**src/rtl/slice_reader_pkg.sv**
```systemverilog
// Shared constants for the three-slice activation-memory read initiator.
// Optional end-of-transfer flag is controlled by macro SLICE_READER_LAST_EN.
package slice_reader_pkg;
    localparam int SLICE_WORDS = 40;
    localparam int DW_DEFAULT  = 24;
    localparam int AW_DEFAULT  = 6;

    localparam logic [6:0] SLICE_BASE_0 = 7'd0;
    localparam logic [6:0] SLICE_BASE_1 = 7'd40;
    localparam logic [6:0] SLICE_BASE_2 = 7'd80;

    typedef logic [1:0] state_t;
    localparam state_t IDLE  = 2'd0;
    localparam state_t RUN   = 2'd1;
    localparam state_t DRAIN = 2'd2;

    function automatic logic [6:0] slice_base(input logic [1:0] s);
        case (s)
            2'd1:    return SLICE_BASE_1;
            2'd2:    return SLICE_BASE_2;
            default: return SLICE_BASE_0;
        endcase
    endfunction

    function automatic logic [5:0] clamp_len(input logic [5:0] l);
        return (l > 6'(SLICE_WORDS)) ? 6'(SLICE_WORDS) : l;
    endfunction
endpackage

```
**src/rtl/slice_reader_fifo.sv**
```systemverilog
// Small synchronous FIFO with occupancy count; any depth, not just powers of two.
module sync_fifo_small #(
    parameter  int W     = 24,
    parameter  int DEPTH = 3,
    localparam int CW    = $clog2(DEPTH + 1),
    localparam int PW    = (DEPTH > 1) ? $clog2(DEPTH) : 1
) (
    input  logic          clk,
    input  logic          rst_n,
    input  logic          push,
    input  logic [W-1:0]  wdata,
    input  logic          pop,
    output logic [W-1:0]  rdata,
    output logic [CW-1:0] count,
    output logic          empty
);
    logic [W-1:0]  mem [DEPTH];
    logic [PW-1:0] wr_ptr, rd_ptr;
    logic          pop_ok, push_ok;

    function automatic logic [PW-1:0] next_ptr(input logic [PW-1:0] p);
        return (p == PW'(DEPTH - 1)) ? '0 : p + 1'b1;
    endfunction

    assign pop_ok  = pop && (count != '0);
    assign push_ok = push && ((count != CW'(DEPTH)) || pop_ok);
    assign empty   = (count == '0);
    assign rdata   = empty ? '0 : mem[rd_ptr];

    always_ff @(posedge clk or negedge rst_n) begin
        if (!rst_n) begin
            wr_ptr <= '0;
            rd_ptr <= '0;
            count  <= '0;
        end else begin
            if (push_ok) wr_ptr <= next_ptr(wr_ptr);
            if (pop_ok)  rd_ptr <= next_ptr(rd_ptr);
            case ({push_ok, pop_ok})
                2'b10:   count <= count + 1'b1;
                2'b01:   count <= count - 1'b1;
                default: count <= count;
            endcase
        end
    end

    always_ff @(posedge clk) begin
        if (push_ok) mem[wr_ptr] <= wdata;
    end
endmodule

```
**src/rtl/slice_reader.sv**
```systemverilog
// Sequential slice reader: issues memory reads under credit control and streams words out.
// Define SLICE_READER_LAST_EN to add out_last marking the final word of a transfer.
module slice_reader
    import slice_reader_pkg::*;
#(
    parameter int DW     = DW_DEFAULT,
    parameter int AW     = AW_DEFAULT,
    parameter int RD_LAT = 1
) (
    input  logic          clk,
    input  logic          rst_n,
    input  logic          start,
    input  logic [1:0]    slice,
    input  logic [5:0]    len,
    output logic [AW-1:0] rdaddr,
    output logic [1:0]    rdslc,
    input  logic [DW-1:0] rdout,
    output logic [DW-1:0] out_data,
    output logic          out_valid,
    input  logic          out_ready,
`ifdef SLICE_READER_LAST_EN
    output logic          out_last,
`endif
    output logic          busy,
    output logic          done,
    output logic          err
);
    localparam int FD = RD_LAT + 2;
    localparam int CW = $clog2(FD + 1);
`ifdef SLICE_READER_LAST_EN
    localparam int FW = DW + 1;
`else
    localparam int FW = DW;
`endif

    state_t            state;
    logic [1:0]        slc_q;
    logic [5:0]        len_q, issued;
    logic              rd_vld_p0;
    logic [RD_LAT-1:0] tag_p;
    logic [CW-1:0]     fifo_cnt;
    logic [FW-1:0]     fifo_wdata, fifo_rdata;
    logic              fifo_empty, push, pop;
    logic              start_ok, issue, last_issue, final_hs;
    logic [3:0]        inflight, occ;
    logic [5:0]        len_c;

    assign len_c     = clamp_len(len);
    assign push      = tag_p[RD_LAT-1];
    assign out_valid = !fifo_empty;
    assign pop       = out_valid && out_ready;
    assign busy      = (state != IDLE);

    // Credit counts the word leaving this cycle as freed, otherwise a steady
    // stream would stall every other cycle.
    always_comb begin
        inflight = {3'b0, rd_vld_p0};
        for (int i = 0; i < RD_LAT; i++) inflight = inflight + {3'b0, tag_p[i]};
        occ        = 4'(fifo_cnt) + inflight - {3'b0, pop};
        start_ok   = (state == IDLE) && start && (slice != 2'd3) && (len != 6'd0);
        issue      = start_ok || ((state == RUN) && (issued < len_q) && (occ < 4'(FD)));
        last_issue = (state == IDLE) ? (len_c == 6'd1) : (issued + 6'd1 == len_q);
        final_hs   = (state == DRAIN) && (inflight == 4'd0) && (fifo_cnt == CW'(1)) && pop;
    end

    always_ff @(posedge clk) begin
        if (start_ok) begin
            slc_q <= slice;
            len_q <= len_c;
        end
    end

    always_ff @(posedge clk or negedge rst_n) begin
        if (!rst_n) begin
            state     <= IDLE;
            issued    <= '0;
            rdaddr    <= '0;
            rdslc     <= '0;
            rd_vld_p0 <= 1'b0;
            tag_p     <= '0;
            done      <= 1'b0;
            err       <= 1'b0;
        end else begin
            done      <= 1'b0;
            err       <= 1'b0;
            rd_vld_p0 <= issue;
            // ---- read-latency tag pipeline ----
            tag_p[0]  <= rd_vld_p0;
            for (int i = 1; i < RD_LAT; i++) tag_p[i] <= tag_p[i-1];
            if (issue) begin
                rdaddr <= (state == IDLE) ? '0 : AW'(issued);
                rdslc  <= (state == IDLE) ? slice : slc_q;
                issued <= (state == IDLE) ? 6'd1 : issued + 6'd1;
            end
            case (state)
                IDLE: begin
                    if (start) begin
                        if (slice == 2'd3)     err   <= 1'b1;
                        else if (len == 6'd0)  done  <= 1'b1;
                        else                   state <= last_issue ? DRAIN : RUN;
                    end
                end
                RUN: begin
                    if (issue && last_issue) state <= DRAIN;
                end
                DRAIN: begin
                    if (final_hs) begin
                        state <= IDLE;
                        done  <= 1'b1;
                    end
                end
                default: state <= IDLE;
            endcase
        end
    end

`ifdef SLICE_READER_LAST_EN
    logic              rd_last_p0;
    logic [RD_LAT-1:0] last_p;

    always_ff @(posedge clk or negedge rst_n) begin
        if (!rst_n) begin
            rd_last_p0 <= 1'b0;
            last_p     <= '0;
        end else begin
            rd_last_p0 <= issue && last_issue;
            last_p[0]  <= rd_last_p0;
            for (int i = 1; i < RD_LAT; i++) last_p[i] <= last_p[i-1];
        end
    end

    assign fifo_wdata = {last_p[RD_LAT-1], rdout};
    assign out_last   = fifo_rdata[DW];
    assign out_data   = fifo_rdata[DW-1:0];
`else
    assign fifo_wdata = rdout;
    assign out_data   = fifo_rdata;
`endif

    sync_fifo_small #(.W(FW), .DEPTH(FD)) u_fifo (
        .clk   (clk),
        .rst_n (rst_n),
        .push  (push),
        .wdata (fifo_wdata),
        .pop   (pop),
        .rdata (fifo_rdata),
        .count (fifo_cnt),
        .empty (fifo_empty)
    );
endmodule

```
**config.mk**
```make
export PLATFORM = sky130hd
export DESIGN_NAME = slice_reader
export DESIGN_NICKNAME = d
export VERILOG_FILES = /design/src/rtl/slice_reader_pkg.sv /design/src/rtl/slice_reader_fifo.sv /design/src/rtl/slice_reader.sv
export SDC_FILE = /design/constraint.sdc
export NUM_CORES = 1
export LEC_CHECK = 0
export ABC_AREA = 1
export BUFFER_PORTS_ARGS = -buffer_cell sky130_fd_sc_hd__buf_2
export CAP_MARGIN = 40
export CORE_MARGIN = 1
export CORE_UTILIZATION = 50
export CTS_BUF_LIST = sky130_fd_sc_hd__clkbuf_8
export CTS_CLUSTER_DIAMETER = 80
export DETAILED_ROUTE_END_ITERATION = 10
export GPL_TIMING_DRIVEN = 0
export PLACE_DENSITY = 0.77
export SLEW_MARGIN = 20
export SYNTH_ARGS = -nofsm -noshare
export SYNTH_HDL_FRONTEND = slang
export SYNTH_HIERARCHICAL = 1
export SYNTH_SLANG_ARGS = --single-unit
```
**constraint.sdc**
```tcl
create_clock -name clk -period 5 [get_ports clk]
set_input_delay 1 -clock clk [delete_from_list [all_inputs] [get_ports clk]]
set_output_delay 1 -clock clk [all_outputs]
set_load 0.005 [all_outputs]
```
==> flow_summary.ini <==
[run_status]
outcome = completed

[global_routing]
grt_usage_pct = 19.69
grt_pass1_vias = 3349
overflow = 0
grt_max_degree = 27
antenna_found_initial = 2
grt_pass1_wl_um = 15280

[cells_and_area]
nFillCells = 750
layout-drive-gt1-share_pct = 22.34
multiInputGateArea_um2 = 1448
instances_no_fill = 693
diodes = 0
area_delta_synth_final_pct = 16.42
seqCellArea_um2 = 3053
final_cell_mix = nand2_1, edfxtp_1, buf_2
nNetsFinal = 610
layout_commonest_cell = nand2_1
fin_area_um2 = 5739

[synthesis]
synth-seq-cells = 106
netlist.top_cell.by_area = edfxtp_1
ys_types = 35
async_flop_share_pct = 24.53
netlist_instances = 474
yosysSeqAreaShare_pct = 61.93
syn_area_um2 = 4930
synth_edf_count = 80
ys.flop_type = edfxtp_1
synth_nets = 525
yosys_warnings = 6
synth_area_leaders = edfxtp_1, dfrtp_1, nand2_1
netlist.area_leader.share_pct = 48.73
synth.avg_cell_area_um2 = 10.40

[sta]
clock-skew-final_ns = 0.01100
fin_crit_sh_pct = 57.75
slew_viol_final = 0
slew_headroom_pct = 59.26
hold_viol_final = 0
rsz0062_at_grt = false
worst_pin_slew_ns = 0.6111
fmax_ghz = 0.3463
fin_crit_ns = 2.888
setup_viol = 0
finalSetupTns_ns = 0

[detailed_routing]
drc_errors = 0
met3_wirelength_um = 499
dr_wl_met2_um = 4843
finalWirelength_um = 9558
vias_per_cell = 5.045
dr.first_iter.drc_count = 156
ant_nets = 0
wl_met1_um = 4009
vias = 3496
highest_layer = met5
first_pass_iters = 4
wire_per_inst_um = 13.79

[pwr]
total_power_w = 0.003284
vdd_ir_drop_max_mv = 0.3889
power_density_nw_per_um2 = 572.1
p_leak_nw = 2.708

[die]
coreArea_um2 = 9415
fp.dieW_um = 101.3
dieArea_um2 = 10260
die_h_um = 101.3
rows = 35
initial_core_util_pct = 52.36
ioPinCount = 72

[cts]
cts_hold_buffers = 0
cts_buffers = 9
cts-resized-gates = 0
clk_path_buf_depth = 2
clockRootBuffer = clkbuf_8
post_cts_buffers = 0
clkTransAtPathRegs_ns = 0.10
cts_tree = yes
clk_latency_ns = 0.37
h-tree-depth = 3
numClockSinks = 106

[placed_design]
hpwl_um = 6727
numPortBuffers = 71
placed_area_um2 = 5537
gp_congestion = 0.8550
dpl.cell_count = 677

[worst_hold_path]
hold_path.class = flop to flop

[worst_setup_path]
cp-end-kind = flop
critPathLaunchType = input pin
cp_data_arrival_time_ns = 3.15
required_ns = 5.26
crit_fanout = 10
path_class = input pin to flop

[run]
cap_violations = 0
-- critical path, cell delays in order --
cell	delay, ns
buf_2	0.10
nand2_1	0.11
inv_1	0.10
ha_1	0.28
inv_1	0.04
ha_1	0.20
fa_1	0.37
or2_0	0.22
a22oi_2	0.18
nand3_2	0.12
buf_6	0.16
buf_12	0.15
nand3_1	0.06
nand2_1	0.06
-- registers in the layout (all words and copies together) (netlist names) --
register	flops
done	1
err	1
issued	6
len_q	6
push	1
rd_vld_p0	1
rdaddr	6
rdslc	2
slc_q	2
state	2
u_fifo/count	2
u_fifo/mem	72
u_fifo/rd_ptr	2
u_fifo/wr_ptr	2
-- cells in the mapped netlist, types with 2 or more instances --
library cell and count:
nand2_1 134, edfxtp_1 80, inv_1 72, nand3_1 71, dfrtp_1 26, ha_1 14
nor2_1 13, o21ai_0 9, buf_6 8, nand4_1 6, o22ai_2 5, a21oi_1 4
buf_2 4, buf_4 3, o21ai_2 3, nand2_2 2, nor2_2 2
-- power by group --
part,internal (W),switching [W],leakage [nW]
Clock,0.000200,0.000321,0.103
Sequential,0.00114,0.0000927,1.06
Combinational,0.000625,0.000909,1.54
Total,0.00196,0.00132,2.71
-- cell families after synthesis --
logic type	Yosys count	synth area share, %
AND/OR/NAND/NOR	235	21.14
flip-flops	106	61.93
buffers and inverters	91	8.858
AO/OA/AOI/OAI	25	3.756
adder cells (fa/ha/maj)	15	3.959
XOR/XNOR	2	0.3554
-- area by class of cell --
type                       instances  area share [%]
clock inverter                     7           1.373
clock buffer                       9           2.158
inverter                          74           4.883
timing repair buffer              74           7.630
tap                              129           2.812
buffer                            17           2.725
multi-input combinational        277           25.22
sequential                       106           53.19
-- through the flow --
stage | utilization, % | hold WS, ns | setup slack (ns)
3_5_place_dp | 58.80 | 0.4092 | 1.682
4_1_cts | 60.96 | 0.4322 | 2.083
6_report | 60.96 | 0.4245 | 2.112
3_3_place_gp | 57.85 | 0.3909 | 1.295
2_1_floorplan | - | 0.3798 | 2.031
5_1_grt | 60.96 | 0.4470 | 1.897
-- worst paths after layout --
| kind | startpoint | to | slack [ns] | cells after the start |
|---|---|---|---|---|
| max | out_ready | rdslc[0]$_DFFE_PN0N_ | 2.11 | 14 |
| min | rd_vld_p0$_DFF_PN0_ | push$_DFF_PN0_ | 0.42 | 0 |
| max reg2reg | u_fifo/count[0]$_DFFE_PN0P_ | rdslc[0]$_DFFE_PN0N_ | 2.12 | 15 |
| min reg2reg | rd_vld_p0$_DFF_PN0_ | push$_DFF_PN0_ | 0.42 | 0 |
| max in group asynchronous | rst_n | u_fifo/wr_ptr[0]$_DFFE_PN0P_ | 3.97 | 1 |
| min in group asynchronous | rst_n | issued[2]$_DFFE_PN0N_ | 0.63 | 1 |
-- per-layer routing --
metal,vias to the layer above,track usage (%)
li1,1733,-
met1,1638,22.59
met2,102,35.37
met3,21,3.865
met4,2,9.365
met5,-,0
Power figures use the tool's default switching activity.
